<file path="src/rtl/thermo_sweep_sequencer.sv">
// Thermometer-code sweep sequencer for unary DAC / current-switch arrays.
// Ramp-down, ramp-up or triangle sweeps with runtime dwell, looping and abort.
module thermo_sweep_sequencer #(
  parameter int N_ARRAY     = 47,
  parameter int DWELL_WIDTH = 16,
  parameter int IDX_WIDTH   = $clog2(2*N_ARRAY+2)
) (
  input  logic                   clk,
  input  logic                   rst,
  input  logic                   start,
  input  logic                   abort,
  input  logic [1:0]             mode,
  input  logic                   loop,
  input  logic [DWELL_WIDTH-1:0] dwell,
  output logic [N_ARRAY-1:0]     ctrl,
  output logic [IDX_WIDTH-1:0]   step_idx,
  output logic                   busy,
  output logic                   done
);

  typedef enum logic {IDLE, RUN} state_e;

  localparam logic [1:0] M_DOWN = 2'd0;
  localparam logic [1:0] M_UP   = 2'd1;
  localparam logic [1:0] M_TRI  = 2'd2;

  localparam logic [IDX_WIDTH-1:0] NK = IDX_WIDTH'(N_ARRAY);
  localparam logic [IDX_WIDTH-1:0] N2 = IDX_WIDTH'(2*N_ARRAY);

  state_e                 state_q, state_d;
  logic [1:0]             mode_q, mode_d;
  logic                   loop_q, loop_d;
  logic [DWELL_WIDTH-1:0] dwell_q, dwell_d;
  logic [DWELL_WIDTH-1:0] cnt_q, cnt_d;
  logic [IDX_WIDTH-1:0]   idx_q, idx_d;
  logic [N_ARRAY-1:0]     ctrl_q, ctrl_d;
  logic                   busy_q, busy_d;
  logic                   done_q, done_d;

  logic [1:0]           mode_n;
  logic [IDX_WIDTH-1:0] last;
  logic                 dwell_end;
  logic                 fin;

  // Level k for sweep position i; triangle folds back at the bottom.
  function automatic logic [IDX_WIDTH-1:0] level(
    input logic [1:0]           m,
    input logic [IDX_WIDTH-1:0] i
  );
    if (m == M_UP)
      return i;
    if (m == M_TRI && i > NK)
      return i - NK;
    return NK - i;
  endfunction

  function automatic logic [N_ARRAY-1:0] thermo(
    input logic [IDX_WIDTH-1:0] k
  );
    logic [N_ARRAY-1:0] t;
    for (int i = 0; i < N_ARRAY; i++)
      t[i] = (IDX_WIDTH'(i) < k);
    return t;
  endfunction

  assign mode_n    = (mode == M_UP || mode == M_TRI) ? mode : M_DOWN;
  assign last      = (mode_q == M_TRI) ? N2 : NK;
  assign dwell_end = (cnt_q == dwell_q - 1'b1);
  assign fin       = dwell_end && (idx_q == last);

  always_ff @(posedge clk or posedge rst) begin
    if (rst) begin
      state_q <= IDLE;
      mode_q  <= M_DOWN;
      loop_q  <= 1'b0;
      dwell_q <= DWELL_WIDTH'(1);
      cnt_q   <= '0;
      idx_q   <= '0;
      ctrl_q  <= '1;
      busy_q  <= 1'b0;
      done_q  <= 1'b0;
    end else begin
      state_q <= state_d;
      mode_q  <= mode_d;
      loop_q  <= loop_d;
      dwell_q <= dwell_d;
      cnt_q   <= cnt_d;
      idx_q   <= idx_d;
      ctrl_q  <= ctrl_d;
      busy_q  <= busy_d;
      done_q  <= done_d;
    end
  end

  always_comb begin
    state_d = state_q;
    unique case (1'b1)
      (state_q == IDLE): begin
        if (start && !abort)
          state_d = RUN;
      end
      (state_q == RUN): begin
        if (abort)
          state_d = IDLE;
        else if (fin && !loop_q)
          state_d = IDLE;
      end
      default: state_d = IDLE;
    endcase
  end

  always_comb begin
    mode_d  = mode_q;
    loop_d  = loop_q;
    dwell_d = dwell_q;
    cnt_d   = cnt_q;
    idx_d   = idx_q;
    ctrl_d  = ctrl_q;
    busy_d  = (state_d == RUN);
    done_d  = 1'b0;
    unique case (1'b1)
      (state_q == IDLE): begin
        if (start && !abort) begin
          mode_d  = mode_n;
          loop_d  = loop;
          dwell_d = (dwell == '0) ? DWELL_WIDTH'(1) : dwell;
          cnt_d   = '0;
          idx_d   = '0;
          ctrl_d  = thermo(level(mode_n, '0));
        end
      end
      (state_q == RUN): begin
        if (abort) begin
          done_d = 1'b0;
        end else if (fin) begin
          done_d = 1'b1;
          if (loop_q) begin
            cnt_d  = '0;
            idx_d  = '0;
            ctrl_d = thermo(level(mode_q, '0));
          end
        end else if (dwell_end) begin
          cnt_d  = '0;
          idx_d  = idx_q + 1'b1;
          ctrl_d = thermo(level(mode_q, idx_q + 1'b1));
        end else begin
          cnt_d = cnt_q + 1'b1;
        end
      end
      default: ;
    endcase
  end

  assign ctrl     = ctrl_q;
  assign step_idx = idx_q;
  assign busy     = busy_q;
  assign done     = done_q;

endmodule
</file>
<file path="config.mk">
export PLATFORM = sky130hd
export DESIGN_NAME = thermo_sweep_sequencer
export DESIGN_NICKNAME = d
export VERILOG_FILES = /design/src/rtl/thermo_sweep_sequencer.sv
export SDC_FILE = /design/constraint.sdc
export NUM_CORES = 1
export LEC_CHECK = 0
export CAP_MARGIN = 20
export CORE_ASPECT_RATIO = 1.4
export CORE_MARGIN = 5
export CORE_UTILIZATION = 56
export CTS_BUF_LIST = sky130_fd_sc_hd__clkbuf_8 sky130_fd_sc_hd__clkbuf_16
export CTS_CLUSTER_DIAMETER = 50
export DETAILED_ROUTE_END_ITERATION = 7
export PLACE_DENSITY = 0.81
export SLEW_MARGIN = 30
export SYNTH_ARGS = -nofsm -noshare
export SYNTH_HDL_FRONTEND = slang
export SYNTH_SLANG_ARGS = --single-unit
export TNS_END_PERCENT = 30
</file>
<file path="constraint.sdc">
create_clock -name clk -period 5.5 [get_ports clk]
set_clock_uncertainty 0.05 [all_clocks]
set_input_delay 1.65 -clock clk [delete_from_list [all_inputs] [get_ports clk]]
set_output_delay 1.65 -clock clk [all_outputs]
set_load 0.03 [all_outputs]
</file>
==> impl_metrics.tcl, run 1 <==
set metrics [dict create \
    status "finished clean" \
    h-tree-depth 3 \
    p_sw_uw 930 \
    num_vias 5479 \
    die-area_um2 12900 \
    synth_cells 654 \
    die_width_um 97.3 \
    cts_resized 0 \
    ys_types 82 \
    path_clk_slew_ns 0.08 \
    drc 0 \
    grt_max_degree 58 \
    worstHoldPathCells 2 \
    viasPerCell 6.45 \
    max_freq_mhz 225 \
    post-dp-hpwl_um 12200 \
    tightestPinTransition_ns 0.839 \
    root_buffer "clkbuf_16" \
    fin_cells 849 \
    drt_first_pass_iters 6 \
    seqPwrFrac 0.400 \
    dpl-instance-area_um2 6750 \
    nets 736 \
    synth_area_leaders "dfstp_2 21%, dfrtp_1 18%, nand2_1 5.3%" \
    start_util 0.574 \
    ff2ff_path_depth 12 \
    syn-num-nets 684 \
    slew_violations 0 \
    io_buffers 78 \
    ios 79 \
    cts_buffer_depth 2 \
    ys_warn_count 0 \
    criticalPathCategory "reg -> reg" \
    die_h_um 132 \
    grt_pass1_wl_um 27400 \
    setup_tns_ns 0 \
    synth-async-reset-ratio 1.00 \
    crit_arrival_ns 4.65 \
    crit_path_start_kind "register" \
    post_cts_buffers 0 \
    wire_per_inst_um 19.5 \
    synth_edf_count 0 \
    grt_setup_unrepaired "false" \
    min_period_over_period 0.810 \
    drive_above_1_share 0.166 \
    cp.depth 12 \
    postCtsHoldBufs 0 \
    gp_congestion 0.932 \
    cts_buffers 9 \
    globalRouteTotalUtil 0.258 \
    clock_latency_ns 0.35 \
    antenna_found_initial 0 \
    gr-total-overflow 0 \
    critPathCaptureType "register" \
    final_common_cell "nand2_1" \
    avgSynthCellArea_um2 9.13 \
    core_area_um2 10400 \
    hold_class "reg -> reg" \
    grt_pass1_vias 5438 \
    p_sw_frac 0.385 \
    power_density_nw_per_um2 342 \
    synth.top_cell.area_share 0.211 \
    path_buf_inv 0 \
    cp_slowest_cell "dfrtp_1" \
    clkPwrFrac 0.264 \
    worstPathMaxFanout 23 \
    cts.sinks 91 \
    maxSlewHeadroom 0.439 \
    final_cell_mix "85 x nand2_1, 78 x clkdlybuf4s50_1, 48 x dfstp_2" \
    ys.flop_type "dfstp_2" \
    setup_viol 0 \
    crit_path_max_incr_delay_ns 0.74 \
    combPwrFrac 0.336 \
    crit_family "compound AO/OA/AOI/OAI gates" \
    drt-initial-drc-count 379 \
    final-hold-violation-count 0 \
    cap_violations 0 \
    cts_tree "done" \
    yosysTopAreaCell "dfstp_2" \
    min_period_ns 4.45 \
    p_leak_nw 2.74 \
    crit_required_ns 5.70 \
    syn2layout_area_growth_pct 18.2 \
    synth_area_um2 5970 \
    finalWirelength_um 16600 \
    reg2reg_slack_ns 1.05 \
    finish.instance_area_um2 7060 \
    crit_top_cell "ha_1" \
    num_antenna_cells 0 \
    irDropWorstVdd_mv 0.212 \
    synth_seq_area_share 0.391 \
    cellInternalPower_mw 1.49 \
    rows 44 \
    ys_ff_latch 91 \
    antenna_left 0 \
    path_cells "ha_1 -> and3_1 -> xnor2_1 -> ha_1 -> nand4b_1 -> a21oi_1 -> or2_2 -> o31a_1 -> a2111oi_4 -> a211oi_1 -> o21ai_2 -> o221ai_1" \
    dp.cells 833 \
]
==> sequential cells by signal, summed over array words and instances (netlist names) <==
signal    flops
ctrl         47
cnt_q        16
dwell_q      16
step_idx      7
mode_q        2
busy          1
done          1
loop_q        1
==> worst register-to-register path, delay by kind of cell, from the launching register on <==
family                   cells  cell delay [ns]
AO/OA/AOI/OAI                6             1.78
adder cells (fa/ha/maj)      2             0.93
flip-flops                   1             0.74
AND/OR/NAND/NOR              3             0.71
XOR/XNOR                     1             0.15
==> cell usage after synthesis, drive strengths merged, types with 4 or more instances <==
library cell  number
o31ai             14
a211oi            18
inv               23
or3                4
a221oi             8
o22ai              7
nor2b              5
nor4              30
mux2              17
clkbuf            19
o221ai             8
nor2              40
nor3              12
and4               6
and3               9
a21oi             35
mux2i             13
o211ai             4
xnor2             14
or2                8
nor4b              6
buf               23
nand2b            16
a31oi              8
nand2             85
xor2               9
ha                 7
o21ai             25
dfrtp             43
nand4              8
dfstp             48
or4                7
nand3             20
nor3b              4
==> routing by layer <==
layer	up-vias	track usage	part of all wire
met5	-	0	0
met4	0	0.145	0.052
met3	54	0.0365	0.054
met2	229	0.463	0.52
met1	2644	0.290	0.37
li1	2552	-	-
==> final cells by class <==
class / instances / area, um2
clock buffers: 9 / 225
clock inverters: 7 / 86.3
fillers: 803 / 3350
inverters: 24 / 91.3
multi-input cells: 497 / 3330
flip-flops and latches: 91 / 2340
well taps: 138 / 173
repair buffers: 83 / 818
==> worst paths after layout <==
kind                            end        start
max                        ctrl[37]  step_idx[0]
min                        ctrl[31]     ctrl[31]
max reg2reg                ctrl[37]  step_idx[0]
min reg2reg                ctrl[31]     ctrl[31]
max in group asynchronous   ctrl[5]          rst
min in group asynchronous    loop_q          rst
==> metrics by stage <==
stage	power (mW)	utilization	worst slack [ns]	hold WS (ns)
CTS	2.42	0.678	1.13	0.418
global route	2.53	0.678	0.768	0.430
detailed placement	1.78	0.649	1.15	0.407
global placement	1.76	0.648	1.25	0.404
floorplan	1.49	-	1.34	0.449
finish	2.42	0.678	1.05	0.415
==> cell families after synthesis <==
| group | Yosys count | share of synthesized area |
|---|---|---|
| multiplexers | 30 | 0.0539 |
| XOR/XNOR | 23 | 0.0337 |
| adder cells (fa/ha/maj) | 7 | 0.0147 |
| AND/OR/NAND/NOR | 273 | 0.251 |
| flip-flops | 91 | 0.391 |
| AO/OA/AOI/OAI | 164 | 0.203 |
| buffers and inverters | 66 | 0.0520 |
==> power groups by stage <==
stage / Clock (mW) / Sequential (mW) / Combinational, mW
floorplan: 0 / 1.11 / 0.380
global placement: 0 / 0.967 / 0.795
detailed placement: 0 / 0.975 / 0.807
CTS: 0.646 / 0.964 / 0.812
global route: 0.676 / 0.983 / 0.869
finish: 0.639 / 0.966 / 0.811
(Power assumes the default switching activity.)
==> run 2: changes to the inputs <==
- CORE_UTILIZATION: 56 -> 51
- PLACE_DENSITY: 0.81 -> 0.78
- clock period: 5.5 -> 3.9 ns (I/O delays scaled with it)
==> run 2 against run 1 <==
Compared with the run above: critical path depth is 1 lower; non-clock buffer count is 20 higher; combinational power is 47% higher; worst setup slack got worse by 0.81 ns; maximum frequency up 22%; total power increased by 43%; final area rose by 2.5%; cell count is 3.1% higher; largest power group unchanged; die area increased by 8.9%; largest cell class unchanged.
==> impl_metrics.tcl, run 2 (same netlist as run 1, synthesis figures left out) <==
set metrics [dict create \
    grt_setup_unrepaired "false" \
    worstPathMaxFanout 16 \
    final-hold-violation-count 0 \
    cts_resized 0 \
    hold_end "ctrl[41]" \
    die_width_um 101 \
    cts_tree "done" \
    start_util 0.524 \
    core_area_um2 11400 \
    largest_reg_flops 47 \
    gp_congestion 0.952 \
    die_h_um 138 \
    post_cts_buffers 0 \
    num_vias 5636 \
    min_period_ns 3.66 \
    syn2layout_area_growth_pct 21.1 \
    cts_buffers 9 \
    status "finished clean" \
    grt_pass1_wl_um 27500 \
    antenna_found_initial 0 \
    nets 756 \
    final_cell_mix "85 x nand2_1, 78 x clkdlybuf4s50_1, 48 x dfstp_2" \
    dpl-instance-area_um2 6930 \
    r2r-end "ctrl[14]" \
    crit_path_start_kind "register" \
    hold_class "reg -> reg" \
    drt_first_pass_iters 5 \
    grt_pass1_vias 5510 \
    finish.instance_area_um2 7230 \
    antenna_left 0 \
    crit_path_max_incr_delay_ns 0.53 \
    setup_tns_ns 0 \
    io_buffers 78 \
    ff2ff_path_depth 11 \
    critPathCaptureType "register" \
    worstHoldPathCells 2 \
    path_clk_slew_ns 0.07 \
    path_cells "inv_1 -> ha_1 -> nor2_1 -> a311o_1 -> mux2_1 -> a32o_1 -> a2111oi_4 -> nand2_1 -> o32ai_2 -> buf_4 -> a221oi_1" \
    cap_violations 0 \
    reg2reg_slack_ns 0.24 \
    max_freq_mhz 273 \
    power_density_nw_per_um2 477 \
    tightestPinTransition_ns 0.804 \
    whs_ns 0.411 \
    final_common_cell "nand2_1" \
    drt-initial-drc-count 433 \
    maxSlewHeadroom 0.464 \
    irDropWorstVdd_mv 0.239 \
    cp_slowest_cell "dfrtp_2" \
    num_antenna_cells 0 \
    h-tree-depth 3 \
    ios 79 \
    setup_viol 0 \
    post-dp-hpwl_um 12900 \
    drive_above_1_share 0.189 \
    globalRouteTotalUtil 0.244 \
    grt_max_degree 73 \
    gr-total-overflow 0 \
    viasPerCell 6.44 \
    p_leak_nw 2.85 \
    postCtsHoldBufs 0 \
    wire_per_inst_um 19.6 \
    r2r-start "step_idx[0]" \
    finalPower_mw 3.45 \
    min_period_over_period 0.940 \
    worstHoldStart "ctrl[41]" \
    die-area_um2 14000 \
    cts_buffer_depth 2 \
    cts.sinks 91 \
    rows 46 \
    crit_arrival_ns 3.86 \
    crit_required_ns 4.10 \
    slew_violations 0 \
    finalWirelength_um 17100 \
    root_buffer "clkbuf_16" \
    drc 0 \
    criticalPathCategory "reg -> reg" \
    clock_latency_ns 0.35 \
]
==> run 2: stage by stage <==
stage	setup slack, ns	util	std cells
2_1_floorplan	0.0255	-	654
4_1_cts	0.242	0.634	875
3_3_place_gp	0.385	0.608	859
3_5_place_dp	0.246	0.608	859
5_1_grt	0.0541	0.635	875
6_report	0.236	0.635	875
==> run 2: worst max path at each step <==
stage / from / endpoint / slack (ns) / cells past startpoint
CTS: step_idx[0] / ctrl[35] / 0.24 / 9
finish: step_idx[0] / ctrl[14] / 0.24 / 11
global placement: step_idx[0] / ctrl[11] / 0.39 / 11
floorplan: step_idx[0] / ctrl[24] / 0.03 / 12
global route: step_idx[0] / ctrl[14] / 0.05 / 11
detailed placement: step_idx[0] / ctrl[35] / 0.25 / 9
==> run 2: area by class of cell <==
class	instances	area, um2
fillers	983	4160
multi-input cells	497	3330
inverters	24	91.3
repair buffers	103	993
flip-flops and latches	91	2340
clock inverters	7	73.8
clock buffers	9	225
well taps	144	180
==> run 2: where the power goes <==
group	leakage (nW)	switching, mW	total, mW	internal [mW]
Sequential	1.06	0.170	1.36	1.19
Combinational	1.64	0.709	1.19	0.484
Clock	0.154	0.399	0.902	0.503
==> run 2: worst max-delay path: cells and delay by family (launching register included) <==
family,cells,cell delay (ns)
adder cells (fa/ha/maj),1,0.43
buffers and inverters,2,0.39
multiplexers,1,0.33
AND/OR/NAND/NOR,2,0.28
flip-flops,1,0.53
AO/OA/AOI/OAI,5,1.54
==> run 2: layer usage <==
metal | GRT usage | vias up | share of wire
met5 | 0 | - | 0
met4 | 0.132 | 0 | 0.047
met3 | 0.0382 | 57 | 0.051
met2 | 0.435 | 218 | 0.54
met1 | 0.271 | 2763 | 0.36
li1 | - | 2598 | -
